==> config.mk <==
export PLATFORM = sky130hd
export DESIGN_NAME = sdcontroller_mem_if_ddr3_emif_0_dmaster_st_arb
export DESIGN_NICKNAME = d
export VERILOG_FILES = /design/src/rtl/sdcontroller_mem_if_ddr3_emif_0_dmaster_st_arb.sv
export SDC_FILE = /design/constraint.sdc
export NUM_CORES = 1
export LEC_CHECK = 0
export ABC_AREA = 1
export CORE_MARGIN = 2
export CORE_UTILIZATION = 34
export DETAILED_ROUTE_END_ITERATION = 10
export DONT_BUFFER_PORTS = 1
export SKIP_LAST_GASP = 1
export SYNTH_ARGS = -nofsm -noshare
export SYNTH_HDL_FRONTEND = slang
export SYNTH_SLANG_ARGS = --single-unit
==> constraint.sdc <==
create_clock -name clk -period 2.7 [get_ports clk]
set_clock_uncertainty 0.15 [all_clocks]
set_input_delay 0.54 -clock clk [delete_from_list [all_inputs] [get_ports clk]]
set_output_delay 0.54 -clock clk [all_outputs]
set_load 0.02 [all_outputs]
==> src/rtl/sdcontroller_mem_if_ddr3_emif_0_dmaster_st_arb.sv <==
// Round-robin burst arbiter merging NUM_REQ Avalon-ST byte streams into the
// single stream feeding the DDR3 EMIF debug master. Each grant lasts up to
// MAX_BURST beats. The merged beat and its source index leave through a
// registered output stage that honours out_ready.
// Optional feature macro: DMASTER_ARB_STALL_CNT_EN adds a saturating 16-bit
// stall_count output that counts cycles with out_valid && !out_ready.
module sdcontroller_mem_if_ddr3_emif_0_dmaster_st_arb #(
  parameter int NUM_REQ   = 2,
  parameter int DATA_W    = 8,
  parameter int MAX_BURST = 16
) (
  input  logic                      clk,
  input  logic                      reset_n,
  input  logic [NUM_REQ-1:0]        in_valid,
  input  logic [NUM_REQ*DATA_W-1:0] in_data,
  output logic [NUM_REQ-1:0]        in_ready,
  output logic                      out_valid,
  output logic [DATA_W-1:0]         out_data,
  output logic [1:0]                out_channel,
  input  logic                      out_ready
`ifdef DMASTER_ARB_STALL_CNT_EN
  ,
  output logic [15:0]               stall_count
`endif
);

  localparam logic [0:0] IDLE  = 1'b0;
  localparam logic [0:0] GRANT = 1'b1;

  logic [0:0]        state;
  logic [1:0]        grant_idx;
  logic [1:0]        rr_ptr;
  logic [1:0]        next_idx;
  logic [1:0]        rr_next;
  logic [7:0]        beat_cnt;
  logic [3:0]        valid_pad;
  logic [3:0]        ready_pad;
  logic [DATA_W-1:0] data_arr [4];
  logic              any_valid;
  logic              out_free;
  logic              grant_valid;
  logic              accept;
  logic              release_grant;

  // Pad requester inputs to four slots so a 2-bit index is always in range
  for (genvar g = 0; g < 4; g++) begin : g_pad
    if (g < NUM_REQ) begin : g_used
      assign valid_pad[g] = in_valid[g];
      assign data_arr[g]  = in_data[g*DATA_W +: DATA_W];
    end else begin : g_unused
      assign valid_pad[g] = 1'b0;
      assign data_arr[g]  = '0;
    end
  end

  // Pick the first valid requester at or above rr_ptr, wrapping modulo NUM_REQ
  always_comb begin
    logic [1:0] cand_idx;
    cand_idx  = 2'd0;
    next_idx  = rr_ptr;
    any_valid = |in_valid;
    for (int k = NUM_REQ - 1; k >= 0; k--) begin
      cand_idx = 2'((int'(rr_ptr) + k) % NUM_REQ);
      if (valid_pad[cand_idx]) begin
        next_idx = cand_idx;
      end
    end
  end

  // Handshake and release decisions for the current grant
  always_comb begin
    rr_next       = (grant_idx == 2'(NUM_REQ - 1)) ? 2'd0 : grant_idx + 2'd1;
    out_free      = !out_valid || out_ready;
    grant_valid   = valid_pad[grant_idx];
    accept        = (state == GRANT) && grant_valid && out_free;
    release_grant = (state == GRANT) &&
                    ((accept && (beat_cnt == 8'(MAX_BURST - 1))) ||
                     (!grant_valid && out_free));
  end

  // Only the granted requester sees ready, and only while the output can take a beat
  always_comb begin
    ready_pad = '0;
    if (state == GRANT) begin
      ready_pad[grant_idx] = out_free;
    end
    in_ready = ready_pad[NUM_REQ-1:0];
  end

  // Arbitration FSM: grant selection, burst counting and pointer rotation
  always_ff @(posedge clk or negedge reset_n) begin
    if (!reset_n) begin
      state     <= IDLE;
      grant_idx <= 2'd0;
      rr_ptr    <= 2'd0;
      beat_cnt  <= 8'd0;
    end else begin
      case (state)
        IDLE: begin
          if (any_valid) begin
            grant_idx <= next_idx;
            beat_cnt  <= 8'd0;
            state     <= GRANT;
          end
        end
        GRANT: begin
          if (accept) begin
            beat_cnt <= beat_cnt + 8'd1;
          end
          if (release_grant) begin
            rr_ptr <= rr_next;
            state  <= IDLE;
          end
        end
        default: state <= IDLE;
      endcase
    end
  end

  // Output register: load on an accepted beat, drain when downstream takes it
  always_ff @(posedge clk or negedge reset_n) begin
    if (!reset_n) begin
      out_valid   <= 1'b0;
      out_data    <= '0;
      out_channel <= 2'd0;
    end else if (accept) begin
      out_valid   <= 1'b1;
      out_data    <= data_arr[grant_idx];
      out_channel <= grant_idx;
    end else if (out_valid && out_ready) begin
      out_valid <= 1'b0;
    end
  end

`ifdef DMASTER_ARB_STALL_CNT_EN
  // Saturating count of cycles where a held beat is refused downstream
  always_ff @(posedge clk or negedge reset_n) begin
    if (!reset_n) begin
      stall_count <= 16'd0;
    end else if (out_valid && !out_ready && (stall_count != 16'hFFFF)) begin
      stall_count <= stall_count + 16'd1;
    end
  end
`endif

endmodule

Word level (Yosys, flattened, before mapping)
Cells that the tools add are included.

Bits in registers: 24. Bits of input ports: 21. Output and inout port bits: 13. Logic and storage cells: 62.

$add $sub $neg: 3. Magnitude comparators: 5. Eq/ne operators: 4. Multiplexer cells: 23. Bitwise operators: 4. Reductions and logical operators: 16.

Operators by type and width (number): 8-bit two-way mux (4); 8-bit binary-select mux with 2-bit select (1); 8-bit one-hot mux with 2 select lines (1); 1-bit two-way mux (9); 8-bit by 1-bit adder with 8-bit output (second input constant) (1); 8-bit by 4-bit equality test with 1-bit output (second input constant) (1); 2-bit two-way mux (4); 1-bit logical AND (7); 2-bit by 3-bit < comparator with 1-bit output (second input constant) (2); 2-bit AND reduction (3); 1-bit binary-select mux with 2-bit select (2); 3-bit greater-or-equal comparator (second input constant) (1); 1-bit by 3-bit < comparator with 1-bit output (second input constant) (1); 2-bit NOT with 3-bit output (1); 2-bit by 1-bit adder with 2-bit output (second input constant) (1); 2-bit AND (1); 1-bit demux with 2-bit select (1); 2-bit by 1-bit equality test with 1-bit output (second input constant) (1); 2-bit by 1-bit greater-or-equal comparator with 1-bit output (second input constant) (1); 1-bit logical NOT (2); 1-bit logical OR (2); 2-bit by 1-bit inequality test with 1-bit output (second input constant) (1); 2-bit inequality test (second input constant) (1); 1-bit one-hot mux with 2 select lines (1); 5 further kinds (5).

Logic depth before layout (Yosys ltp)
Gate-level depths: netlist of run 1.

Word-level depth: 9. Depth in mapped cells: 8. Gate-level depth less buffers: 8.

Least setup slack after synthesis of run 1
OpenSTA, ideal clock, no wires.

Kind: in2out. Start: in out_ready. End: out in_ready[0]. Arrival: 1.277 ns. Data required time: 2.010 ns. Setup slack: 0.733 ns. Stages: 4. Buffers on the path: 0. Cell sequence: nor2_1 -> nor2_4 -> inv_1 -> nor3_1.

Longest elaborated chain between the ends: 3.

Ends and longest elaborated chain: start, declared (RTL line 20) `input logic out_ready`; 1-bit logical OR (RTL line 73) `out_free = !out_valid || out_ready;`; 2-bit AND (no source line); 2-bit two-way mux (RTL line 84) `if (state == GRANT) begin`; end, declared (RTL line 16) `output logic [NUM_REQ-1:0] in_ready,`.

Every way passes these cells.

Worst setup path after layout of run 1
Start: reg state. End: out in_ready[1].

Longest elaborated chain between the ends: 1.

Ends and longest elaborated chain: start, declared (RTL line 30) `logic [0:0] state;`; start signal, assigned (RTL line 93) `state <= IDLE;`; start signal, assigned (RTL line 103) `state <= GRANT;`; start signal, assigned (RTL line 112) `state <= IDLE;`; 2-bit two-way mux (RTL line 84).

Every way passes these cells.

==> flow_summary.ini, run 1 <==
[run_status]
status = complete, no violations

[finish]
final_cells = 222
final_util_pct = 37.6
area_growth_pct = 6.33
fin_nets = 197
antenna_cells = 0
drive_gt1_share_pct = 12.6

[grt]
grt_pass1_vias = 1036
grt_pass1_wl_mm = 4.64
grt-ovfl-total = 0
antenna_found_initial = 0
grt_use_total_pct = 14.0
grt_max_degree = 24

[min_path]
hold_class = input port to flop

[sta]
max_freq_mhz = 456
fin_crit_ps = 2190
relSlewSlack_pct = 30.1
drv_slew = 0
final.period_utilization_pct = 81.2
rsz0062_at_grt = false
whs_ps = 203
tns_ps = 0
setup_violations = 0
hold_violations = 0
tightest_slew_ps = 1050

[floorplanning]
io_pins = 34
die_h_um = 65.5
dieArea_sq_mm = 0.00429
fp.coreArea_sq_mm = 0.00363
start_util_pct = 35.4
die_w_um = 65.5
rows = 22

[job]
cap_violations = 0

[routing]
route.met2.wl_mm = 1.23
dr_total_vias = 1034
wl_met1_mm = 1.21
ant_nets = 0
highest_layer = met4
viasPerCell = 4.66
drt-total-wl_mm = 2.61
drc_errors = 0
wl_met3_um = 118
drtIter0Drc = 74
wl_per_cell_um = 11.7
firstDrtPassIters = 4

[pwr]
ir_drop_uv = 461
power.total_uw = 1400
leakagePower_uw = 0.000674
power_density_mw_per_mm2 = 1030

[yosys]
syn-cell-area_sq_mm = 0.00128
synth-simple-area-share_pct = 37.9
yosys_register_bits = 23
avgSynthCellArea_sq_um = 7.43
synth.distinct_cells = 23
synth_fa_ha_area_share_pct = 0.974
synthMuxAreaShare_pct = 0
ys_warn_count = 0
ys_seq_area_share_pct = 44.8
synth_nets = 195
netlist_instances = 173
synth_xor_area_share_pct = 0.682
synth-compound-area-share_pct = 7.21
synth_top_family_by_area = simple AND/OR/NAND/NOR gates

[clock_tree]
cts_tree = yes
clk_latency_ps = 270
cts_setup_buffers = 0
htreeDepth = 1
path_clk_slew_ps = 90
cts_root_buf = clkbuf_8
ctsLongestPathBuffers = 2
cts_buffers = 3
cts_sinks = 23

[placement]
port_buffers = 0
dp_hpwl_mm = 1.90
place_inst = 217
place_congestion = 0.748

[worst_setup_path]
startpoint_type = flop
end_kind = primary output
cp_max_fo = 8
cp.required_ps = 2010
arrival_ps = 1500
crit_type = flop to primary output
path summary, 6_finish.rpt:
path                               from     endpoint  slack, ps  depth (start not counted)
max                               state  in_ready[1]        510                          5
min                           out_ready    out_valid        200                          1
max reg2reg                grant_idx[0]  beat_cnt[0]        930                          7
min reg2reg                   rr_ptr[0]    rr_ptr[0]        330                          2
max in group asynchronous       reset_n  out_data[6]       1020                          1
min in group asynchronous       reset_n  beat_cnt[2]        750                          1
report_power, final:
group | total [uW] | internal, uW | switching, uW
sequential | 664 | 455 | 208
combinational | 517 | 179 | 338
clock | 220 | 103 | 117
flip-flops by register name (all words and copies together) (netlist names):
register	flops
rr_ptr	1
out_channel	2
out_valid	1
state	1
out_data	8
beat_cnt	8
grant_idx	2
layout by cell type, fill, tap and decap left out:
cell type      instances
nand3_1               19
o21ai_0                4
clkbuf_8               3
nor3_1                 3
nand3b_1               1
o21ai_2                4
nor2_4                 2
nor2_1                13
inv_1                 11
clkinv_2               1
a21oi_4                1
nand2_2                5
inv_4                  1
xor2_1                 1
o22ai_1                1
inv_2                  3
dfrtp_1               23
a21oi_1                1
ha_1                   1
nand2_1               71
buf_4                  2
o21ai_1                2
dlygate4sd3_1          1
critical path, stage by stage, from the launching register on:
cell and delay, ps:
dfrtp_1 530, inv_4 80, nor2_4 210, inv_1 90, nor3_1 150, buf_4 170
stage by stage:
stage / instance area, sq um / setup WS [ps]
after detailed placement: 1310 / 820
after floorplan: 1280 / 733
after global placement: 1310 / 835
after global routing: 1370 / 378
final: 1370 / 508
after CTS: 1370 / 504
routing by layer:
metal  vias up  GRT usage [%]
met2        23           22.8
met1       457           18.5
met5         -              0
met4         0           5.47
li1        549              -
met3         5           2.40
cells in the mapped netlist:
cell type | count | area [sq um]
a21oi_1 | 1 | 5.00
a21oi_4 | 1 | 16.3
buf_2 | 1 | 5.00
buf_4 | 1 | 7.51
buf_6 | 3 | 33.8
clkbuf_1 | 1 | 3.75
dfrtp_1 | 23 | 576
ha_1 | 1 | 12.5
inv_1 | 11 | 41.3
inv_2 | 3 | 11.3
inv_4 | 1 | 6.26
nand2_1 | 71 | 267
nand2_2 | 5 | 31.3
nand3_1 | 19 | 95.1
nand3b_1 | 1 | 7.51
nor2_1 | 13 | 48.8
nor2_4 | 2 | 22.5
nor3_1 | 3 | 15.0
o21ai_0 | 4 | 20.0
o21ai_1 | 2 | 10.0
o21ai_2 | 4 | 35.0
o22ai_1 | 1 | 6.26
xor2_1 | 1 | 8.76
cell families (layout without fill, tap and decap cells):
group / after synthesis / after routing
AND/OR/NAND/NOR: 114 / 114
flip-flops: 23 / 23
buffers and inverters: 21 / 22
AO/OA/AOI/OAI: 13 / 13
adder cells (fa/ha/maj): 1 / 1
XOR/XNOR: 1 / 1
layout make-up:
type	count	area (sq um)
timing repair buffer	3	25.0
inverter	15	58.8
tap	48	60.1
clock buffer	3	41.3
clock inverter	1	5.00
fill	405	2270
sequential	23	576
multi-input combinational	129	601
what timing repair did:
action | in CTS | in global routing
endpoints found under the hold margin | 23 | 0
resized for setup | 0 | 0
hold buffers | 1 | 0
No activity file was read; power rests on OpenSTA's default activity.
==> run 2: changes to the inputs <==
- clock period: 2.7 -> 2.1 ns (I/O delays scaled with it)
==> run 2 against run 1 <==
  * Critical path depth increased by 1
  * Clock power increased by 22%
  * Sequential cell count unchanged
  * Total power increased by 31%
  * Hold slack got worse by 110 ps
  * Critical path type unchanged
  * Largest power group unchanged
  * Highest routed layer unchanged
==> flow_summary.ini, run 2 (synthesis results as in run 1) <==
[sta]
setup_violations = 0
tns_ps = 0
fin_crit_ps = 2000
hold_violations = 0
rsz0062_at_grt = false
finalWorstSetupSlack_ps = 105
tightest_slew_ps = 1060
final.period_utilization_pct = 95.0
drv_slew = 0
max_freq_mhz = 501
relSlewSlack_pct = 28.8

[min_path]
hold_class = input port to flop
min-delay-start = out_ready

[pwr]
pwr-share-clk_pct = 14.7
leakagePower_uw = 0.000684
ir_drop_uv = 650
seqPwrFrac_pct = 45.8
power_density_mw_per_mm2 = 1320
switching_share_pct = 46.0
p_int_uw = 990
power.net_switching_uw = 843
combPwrFrac_pct = 39.5

[routing]
viasPerCell = 4.56
drc_errors = 0
wl_per_cell_um = 11.7
drtIter0Drc = 40
dr_total_vias = 1026
firstDrtPassIters = 4
drt-total-wl_mm = 2.63
ant_nets = 0

[clock_tree]
cts_root_buf = clkbuf_8
cts_sinks = 23
path_clk_slew_ps = 80
ctsLongestPathBuffers = 2
cts_buffers = 3
clk_latency_ps = 260
htreeDepth = 1
cts_tree = yes

[floorplanning]
rows = 22
start_util_pct = 35.4
fp.coreArea_sq_mm = 0.00363
io_pins = 34
die_h_um = 65.5
dieArea_sq_mm = 0.00429
die_w_um = 65.5

[finish]
reg.largest.list = beat_cnt: 8 flops, out_data: 8 flops
multiInputGateArea_sq_um = 601
nFillCells = 410
fin_nets = 200
layout_commonest_cell = nand2_1
seqCellArea_sq_um = 578
final_cell_mix = nand2_1, dfrtp_1, nand3_1
antenna_cells = 0
drive_gt1_share_pct = 14.7
area_growth_pct = 8.18

[job]
cap_violations = 0

[placement]
post-place-ws_ps = 333
port_buffers = 0
dp_hpwl_mm = 1.93
place_congestion = 0.782

[worst_setup_path]
crit_type = flop to primary output
crit_start = out_valid
cp.required_ps = 1530
end_kind = primary output
arrival_ps = 1430
crit-reg2reg-launch = out_valid
cp_max_fo = 6
startpoint_type = flop

[run_status]
status = complete, no violations

[grt]
grt.met3_usage_pct = 4.28
busiest_layer = met2
use_met1_pct = 17.1
grt-ovfl-total = 0
grt_pass1_wl_mm = 4.45
antenna_found_initial = 0
grt_use_total_pct = 13.4
grt_max_degree = 24
grtUsageMet2_pct = 22.4
grt_pass1_vias = 1011
## run 2: changes by cell type in the layout (fill, tap and decap cells not counted), sizes merged
cell	before	now
clkinv	1	0
clkbuf	3	4
buf	2	5
## run 2: layout make-up
cell class,count,share of cell area (%)
Multi-Input combinational cell,129,43.2
Clock buffer,4,3.24
Sequential cell,23,41.6
Timing Repair Buffer,6,3.42
Tap cell,48,4.32
Inverter,15,4.23
## run 2: power by group through the flow
stage                     combinational, uW  clock (uW)  sequential, uW
after floorplan                         652           0             789
after global placement                  697           0             846
after detailed placement                701           0             844
after CTS                               714         285             838
after global routing                    843         296             864
final                                   725         269             840
## run 2: metrics by stage
step | area (sq um) | util (%) | hold WS (ps) | total power, uW | std cells
floorplan | 1280 | - | -25.6 | 1440 | 173
global placement | 1320 | 36.3 | -24.9 | 1540 | 218
detailed placement | 1320 | 36.3 | -24.7 | 1550 | 218
CTS | 1370 | 37.8 | 87.6 | 1840 | 223
global route | 1390 | 38.3 | 75.4 | 2000 | 225
finish | 1390 | 38.3 | 92.3 | 1830 | 225
## run 2: worst paths after layout
kind	slack [ps]	cells after the start	endpoint
setup reg to reg	420	7	beat_cnt[4]
hold reg to reg	330	2	rr_ptr[0]
hold / removal	90	1	out_valid
setup / recovery	100	6	in_ready[1]
min in group asynchronous	650	1	state
max in group asynchronous	440	1	out_valid
## run 2: critical path, stage by stage, from the launching register on
cell and delay, ps:
dfrtp_2 460, inv_1 90, nor2_1 70, nor2_4 160
inv_1 70, nor3_1 150, buf_4 170
## run 2: what timing repair did
item                                    in CTS  in global routing
hold buffers                                 1                  0
endpoints found under the setup margin       0                  2
buffers inserted                             0                  2
hold endpoints to repair                    23                  0
resized for setup                            0                  2
## run 2: routing by layer
layer | part of all wire, % | vias to the layer above
li1 | - | 550
met2 | 47 | 21
met4 | 0.38 | 0
met3 | 4.8 | 2
met5 | 0 | -
met1 | 48 | 453
==> run 3: changes to the inputs <==
- CORE_MARGIN: 2 -> not set
- CORE_UTILIZATION: 34 -> 40
- HOLD_SLACK_MARGIN: not set -> 0.03
==> run 3 against run 2 <==
  * Clock-buffer cell count is the same
  * Via count up 1.8%
  * Wire length up 2.0%
  * Fmax down 0.25%
  * Core utilization up 6.2 points
  * Cell area down 2.3%
  * Highest routed layer unchanged
  * Critical path depth stayed put
  * Register-to-register slack about the same
  * Cell count decreased by 2.7%
  * Total power decreased by 3.8%
  * Worst setup slack got worse by 5.0 ps
  * Largest cell class unchanged
  * Critical endpoint unchanged
==> flow_summary.ini, run 3 (synthesis results as in run 1) <==
[sta]
relSlewSlack_pct = 30.3
max_freq_mhz = 500
setup_violations = 0
hold_violations = 0
tns_ps = 0
drv_slew = 0
fin_crit_ps = 2000
final.period_utilization_pct = 95.2
whs_ps = 55.8
tightest_slew_ps = 1040
rsz0062_at_grt = false

[finish]
antenna_cells = 0
reg.largest.list = beat_cnt: 8 flops, out_data: 8 flops
nFillCells = 338
multiInputGateArea_sq_um = 606
layout_commonest_cell = nand2_1
drive_gt1_share_pct = 14.9
final_area_sq_mm = 0.00136
final_util_pct = 44.5
final_cell_mix = nand2_1, dfrtp_1, nand3_1
seqCellArea_sq_um = 579
area_growth_pct = 5.65
fin_nets = 198

[worst_setup_path]
end_kind = primary output
cp.required_ps = 1530
startpoint_type = flop
cp_max_fo = 2
reg2reg_depth = 7
reg2reg_slack_ps = 430
arrival_ps = 1430
crit_type = flop to primary output

[min_path]
hold_class = input port to flop
whs_path_depth = 1

[routing]
drt-total-wl_mm = 2.68
drc_errors = 0
firstDrtPassIters = 4
ant_nets = 0
viasPerCell = 4.77
drtIter0Drc = 34
wl_per_cell_um = 12.2
dr_total_vias = 1044

[clock_tree]
cts_root_buf = clkbuf_4
cts_tree = yes
htreeDepth = 1
clk_latency_ps = 310
path_clk_slew_ps = 120
cts_buffers = 3
ctsLongestPathBuffers = 2
cts_sinks = 23

[placement]
place_congestion = 0.798
postPlaceCellArea_sq_mm = 0.00131
dp_hpwl_mm = 1.98
port_buffers = 0

[pwr]
power.net_switching_uw = 854
seqPwrFrac_pct = 48.8
power_density_mw_per_mm2 = 1300
p_int_uw = 909
combPwrFrac_pct = 39.5
ir_drop_uv = 680
pwr-share-clk_pct = 11.6
switching_share_pct = 48.5
leakagePower_uw = 0.000668

[floorplanning]
die_h_um = 58.7
rows = 20
io_pins = 34
fp.coreArea_sq_mm = 0.00305
start_util_pct = 42.1
dieArea_sq_mm = 0.00344
die_w_um = 58.7

[grt]
grt_max_degree = 24
grt_pass1_vias = 1074
grt-ovfl-total = 0
grt_use_total_pct = 17.5
grt_pass1_wl_mm = 4.58
antenna_found_initial = 0

[run_status]
status = complete, no violations

[job]
cap_violations = 0
==> run 3: metrics by stage <==
stage	instances	power, uW	setup slack [ps]
after floorplan	173	1440	261
after global placement	213	1520	340
after detailed placement	213	1530	330
after CTS	219	1770	28.9
after global routing	219	1920	5.68
final	219	1760	99.8
==> run 3: cell type report <==
type                       count  area share (%)
tap                           44            4.06
clock buffer                   4            1.94
inverter                      15            4.33
timing repair buffer           4            2.40
multi-input combinational    129            44.6
sequential                    23            42.7
==> run 3: path summary, 6_finish.rpt <==
kind                         startpoint           to
setup / recovery              out_valid  in_ready[1]
hold / removal                out_ready    out_valid
setup reg to reg           grant_idx[0]  out_data[5]
hold reg to reg               rr_ptr[0]    rr_ptr[0]
max in group asynchronous       reset_n    out_valid
min in group asynchronous       reset_n  beat_cnt[6]
==> run 3: what timing repair did <==
action / 4_1_cts / 5_1_grt
setup buffers: 1 / 0
gates cloned: 0 / 0
setup endpoints to repair: 2 / 2
hold buffers: 1 / 0
endpoints found under the hold margin: 23 / 0
pin swaps: 1 / 0
resized for setup: 2 / 2
==> run 3: critical path, cell delays in order (launching register included) <==
cell and delay (ps):
dfrtp_2 470, inv_1 90, nor2_1 60, nor2_4 110, inv_1 60, nor3_1 150
buf_4 170
==> run 3: routing by layer <==
layer | GRT usage [%] | vias to the layer above | wire length (um)
met3 | 2.86 | 4 | 104
met4 | 6.12 | 0 | 29
met2 | 28.7 | 19 | 1320
met1 | 23.4 | 475 | 1230
met5 | 0 | - | 0
li1 | - | 546 | -
==> run 3: power by group through the flow <==
stage	sequential (uW)	clock [uW]	combinational (uW)
floorplan	789	0	652
global placement	860	0	655
detailed placement	865	0	667
CTS	859	217	698
global route	883	233	805
finish	861	205	697
